$ cat config.mk
export PLATFORM = sky130hd
export DESIGN_NAME = wave_capture_ctrl
export DESIGN_NICKNAME = d
export VERILOG_FILES = /design/src/rtl/wave_capture_ctrl.sv
export SDC_FILE = /design/constraint.sdc
export NUM_CORES = 1
export LEC_CHECK = 0
export ABC_AREA = 1
export CORE_MARGIN = 1
export CORE_UTILIZATION = 37
export CTS_CLUSTER_DIAMETER = 80
export DETAILED_ROUTE_END_ITERATION = 12
export HOLD_SLACK_MARGIN = 0.02
export PLACE_DENSITY = 0.71
export SLEW_MARGIN = 5
export SYNTH_ARGS = -nofsm -noshare
export SYNTH_HDL_FRONTEND = slang
export SYNTH_SLANG_ARGS = --single-unit
export TNS_END_PERCENT = 5
$ cat constraint.sdc
create_clock -name clk -period 1.5 [get_ports clk]
set_clock_uncertainty 0.05 [all_clocks]
set_input_delay 0.225 -clock clk [delete_from_list [all_inputs] [get_ports clk]]
set_output_delay 0.225 -clock clk [all_outputs]
set_load 0.005 [all_outputs]
$ cat src/rtl/wave_capture_ctrl.sv
`default_nettype none
// ============================================================================
// Module   : wave_capture_ctrl
// Purpose  : Zero-crossing-triggered capture of 256 audio samples into the
//            undisplayed half of a 512x8 waveform RAM, flipped on vblank.
//            Optional decimation: define WAVE_CAPTURE_DECIM_EN.
// Revision : 1.0
// ============================================================================
module wave_capture_ctrl #(
    parameter int SAMPLE_W = 16,
    parameter int DECIM    = 4
) (
    input  logic                       clk,
    input  logic                       reset,
    input  logic                       new_sample_ready,
    input  logic signed [SAMPLE_W-1:0] new_sample_in,
    input  logic                       wave_display_idle,
    output logic                       write_enable,
    output logic [8:0]                 write_address,
    output logic [7:0]                 write_sample,
    output logic                       read_index
);

    localparam logic [1:0] ST_ARMED  = 2'd0;
    localparam logic [1:0] ST_ACTIVE = 2'd1;
    localparam logic [1:0] ST_WAIT   = 2'd2;

    logic [1:0] state_q, state_d;
    logic [7:0] count_q, count_d;
    logic       read_index_q, read_index_d;
    logic       wen_q, wen_d;
    logic [8:0] waddr_q, waddr_d;
    logic [7:0] wsample_q, wsample_d;
    logic       prev_neg_q;
    logic       idle_q;

    logic       w_trigger;
    logic       w_idle_rise;
    logic       w_keep;
    logic [7:0] w_conv;
    logic       w_unused;

    // Only the sign of the previous sample matters for the crossing test.
    assign w_trigger   = new_sample_ready & prev_neg_q & ~new_sample_in[SAMPLE_W-1];
    assign w_idle_rise = wave_display_idle & ~idle_q;
    assign w_conv      = {~new_sample_in[SAMPLE_W-1], new_sample_in[SAMPLE_W-2:SAMPLE_W-8]};
    assign w_unused    = (^new_sample_in[SAMPLE_W-9:0]) ^ (DECIM > 0);

`ifdef WAVE_CAPTURE_DECIM_EN
    localparam int DW = (DECIM > 1) ? $clog2(DECIM) : 1;
    logic [DW-1:0] decim_q;

    // Phase 0 is the trigger sample; every DECIM-th later sample is kept.
    always_ff @(posedge clk) begin
        if (reset) begin
            decim_q <= '0;
        end else if (state_q == ST_ARMED && w_trigger) begin
            decim_q <= '0;
        end else if (state_q == ST_ACTIVE && new_sample_ready) begin
            decim_q <= (decim_q == DW'(DECIM - 1)) ? '0 : decim_q + 1'b1;
        end
    end

    assign w_keep = (decim_q == DW'(DECIM - 1));
`else
    assign w_keep = 1'b1;
`endif

    always_ff @(posedge clk) begin
        if (reset) begin
            state_q <= ST_ARMED;
        end else begin
            state_q <= state_d;
        end
    end

    always_comb begin
        state_d = state_q;
        case (state_q)
            ST_ARMED: begin
                if (w_trigger) begin
                    state_d = ST_ACTIVE;
                end
            end
            ST_ACTIVE: begin
                if (new_sample_ready && w_keep && count_q == 8'hFF) begin
                    state_d = ST_WAIT;
                end
            end
            ST_WAIT: begin
                if (w_idle_rise) begin
                    state_d = ST_ARMED;
                end
            end
            default: state_d = ST_ARMED;
        endcase
    end

    always_comb begin
        count_d      = count_q;
        read_index_d = read_index_q;
        wen_d        = 1'b0;
        waddr_d      = waddr_q;
        wsample_d    = wsample_q;
        case (state_q)
            ST_ARMED: begin
                if (w_trigger) begin
                    wen_d     = 1'b1;
                    waddr_d   = {~read_index_q, 8'd0};
                    wsample_d = w_conv;
                    count_d   = 8'd1;
                end
            end
            ST_ACTIVE: begin
                if (new_sample_ready && w_keep) begin
                    wen_d     = 1'b1;
                    waddr_d   = {~read_index_q, count_q};
                    wsample_d = w_conv;
                    count_d   = count_q + 8'd1;
                end
            end
            ST_WAIT: begin
                if (w_idle_rise) begin
                    read_index_d = ~read_index_q;
                end
            end
            default: ;
        endcase
    end

    always_ff @(posedge clk) begin
        if (reset) begin
            count_q      <= 8'd0;
            read_index_q <= 1'b0;
            wen_q        <= 1'b0;
            waddr_q      <= 9'd0;
            wsample_q    <= 8'd0;
            prev_neg_q   <= 1'b0;
            idle_q       <= 1'b0;
        end else begin
            count_q      <= count_d;
            read_index_q <= read_index_d;
            wen_q        <= wen_d;
            waddr_q      <= waddr_d;
            wsample_q    <= wsample_d;
            idle_q       <= wave_display_idle;
            if (new_sample_ready) begin
                prev_neg_q <= new_sample_in[SAMPLE_W-1];
            end
        end
    end

    assign write_enable  = wen_q;
    assign write_address = waddr_q;
    assign write_sample  = wsample_q;
    assign read_index    = read_index_q;

endmodule
`default_nettype wire
==> impl_metrics.py <==
metrics = {
    "grt": {
        "antenna_found_initial": 0,
        "track_usage_pct": 16.05,
        "grt.met3_usage_pct": 6.183,
        "grt_max_degree": 17,
        "grt_pass1_wl_mm": 4.271,
        "use_met2_pct": 26.06,
        "grt-ovfl-total": 0,
        "global_route.usage.met1_pct": 18.58,
        "grt_pass1_vias": 1043,
        "top_usage_layer": "met2",
    },
    "placement": {
        "portBuffers": 30,
        "dpl.hpwl_mm": 1.870,
        "postPlaceCellArea_um2": 1674,
        "gp_congestion": 0.8113,
        "pre_cts_slack_ns": -0.1335,
    },
    "route": {
        "first_iter_violations": 24,
        "postRouteAntennaNets": 0,
        "viasPerCell": 4.608,
        "drt_wl_total_mm": 2.595,
        "route.vias.total": 1198,
        "wire_per_inst_um": 9.981,
        "route.detailed.drc": 0,
        "dr.pass1.iters": 4,
    },
    "sta": {
        "hold_violations": 0,
        "rsz0062_at_grt": "no",
        "fin_crit_sh_pct": 96.91,
        "layout_setup_ws_ns": 0.04641,
        "worst_pin_slew_ns": 0.4329,
        "slew_viol_final": 0,
        "maxSlewHeadroom_pct": 71.14,
        "fmax_mhz": 688.0,
        "finalSetupViolCount": 0,
        "period_needed_ns": 1.454,
    },
    "logic_synthesis": {
        "yosys.area.top_type": "dfxtp_1",
        "synth_cell_types": 21,
        "synth_edf_count": 0,
        "yosysTopAreaCellShare_pct": 49.11,
        "syn_avg_cell_area_um2": 7.390,
        "synth-warning-count": 0,
        "syn_inst": 171,
        "syn_area_um2": 1264,
        "yosysMostFrequentCell": "nand2_1",
        "ys_ff_latch": 31,
        "yosys-top-cells-count": "34 x nand2_1, 31 x dfxtp_1, 26 x nor2_1, 16 x inv_1, 16 x o21ai_0",
        "synth_seq_area_share_pct": 49.11,
        "syn_nets": 192,
        "async_flop_share_pct": 0,
        "synthFlopType": "dfxtp_1",
        "synthTopCellsByArea": "dfxtp_1 49%, nand2_1 10%, nor2_1 7.7%",
    },
    "die": {
        "ios": 39,
        "start_util_pct": 40.08,
        "die_area_um2": 3653,
        "rows": 20,
        "die-width_um": 60.44,
        "die_y_um": 60.44,
        "design.core.area_um2": 3153,
    },
    "setup_path": {
        "max_stage_delay_ns": 0.50,
        "regToRegSetupSlack_ns": 0.20,
        "worst-path-buf-inv": 1,
        "cp.required_ns": 1.22,
        "path_class": "reg -> out",
        "worst-path-max-fanout": 4,
        "crit_path_end_kind": "output pin",
        "cp-start-kind": "register",
        "critical-path-top-delay-family": "buffers and inverters",
        "crit_chain": "clkdlybuf4s50_1",
        "worstPathArrival_ns": 1.18,
        "cp_slowest_cell": "clkdlybuf4s50_1",
    },
    "power": {
        "power_density_nw_per_um2": 896.4,
        "peakVddDrop_mv": 0.4885,
        "finalPower_mw": 1.552,
        "p_leak_nw": 0.7366,
    },
    "clock_network": {
        "cts_tree": "done",
        "clock-sinks": 31,
        "clock_latency_ns": 0.33,
        "cts_buffers": 5,
        "cts_resized": 1,
        "ctsHtreeMaxLevel": 2,
        "ctsHoldBuffers": 0,
        "cts_max_path_buffers": 2,
        "root_buffer": "clkbuf_4",
        "cts_setup_buffers": 0,
        "path_clk_slew_ns": 0.09,
    },
    "finish": {
        "n_antenna_cell": 0,
        "area_growth_pct": 37.03,
        "fillCellCount": 315,
        "drive_above_1_share_pct": 12.96,
        "postLayoutCellArea_um2": 1732,
        "fin_nets": 236,
    },
    "outcome": {
        "status": "finished, final reports clean",
    },
    "job": {
        "maxCapViolCount": 0,
    },
    "worst_hold_path": {
        "min_path_type": "reg -> reg",
    },
}
==> stage by stage <==
step	hold WS (ns)	setup TNS, ns	std cells	util, %
floorplan	0.2441	0	171	-
global placement	0.4141	-1.914	252	53.10
detailed placement	0.4188	-2.006	252	53.10
CTS	0.3914	0	260	54.72
global route	0.4190	0	260	54.92
finish	0.3983	0	260	54.92
==> placed cells by master, fill, tap and decap left out, drive strengths merged <==
master	n
nand2	37
a21oi	10
dlymetal6s2s	2
o21ai	21
clkbuf	7
nor4	1
buf	13
nand3	14
clkinv	1
nand4	2
inv	18
ha	1
nor2	28
dfxtp	31
a211oi	1
clkdlybuf4s50	28
o211ai	1
==> power by group <==
part	internal, mW	switching, mW
registers	0.857	0.0208
logic	0.114	0.102
clock network	0.182	0.276
total	1.15	0.399
==> flip-flops by register name, summed over array words and instances, names as in the netlist <==
name           cells
write_sample       8
count_q            8
state_q            2
write_enable       1
read_index         1
prev_neg_q         1
idle_q             1
write_address      9
==> kinds of logic (layout without fill, tap and decap cells) <==
group,Yosys count,after routing,synth area share (%)
and+or+nand+nor,82,82,27.72
AOI/OAI and AO/OA,33,33,13.47
adders and majority gates,1,1,0.9899
buffers and inverters,24,69,8.713
DFF,31,31,49.11
==> cell type report <==
class | instances | area, um2 | share of cell area (%)
Sequential cell | 31 | 623.1 | 35.98
Tap cell | 44 | 55.05 | 3.179
Multi-Input combinational cell | 116 | 533.0 | 30.78
Inverter | 18 | 67.56 | 3.902
Clock inverter | 1 | 5.005 | 0.2890
Clock buffer | 7 | 45.04 | 2.601
Timing Repair Buffer | 43 | 402.9 | 23.27
==> worst paths after layout <==
check | startpoint | end | cells after the start
min reg2reg | read_index | write_address[8] | 1
max | read_index | read_index | 1
min | read_index | write_address[8] | 1
max reg2reg | state_q[0] | write_address[1] | 9
==> layer usage <==
| metal | vias up | wire [um] |
|---|---|---|
| li1 | 638 | - |
| met1 | 521 | 1257 |
| met2 | 33 | 1131 |
| met3 | 6 | 168 |
| met4 | 0 | 37 |
| met5 | - | 0 |
Note: power is estimated with default switching activity, not from simulation.
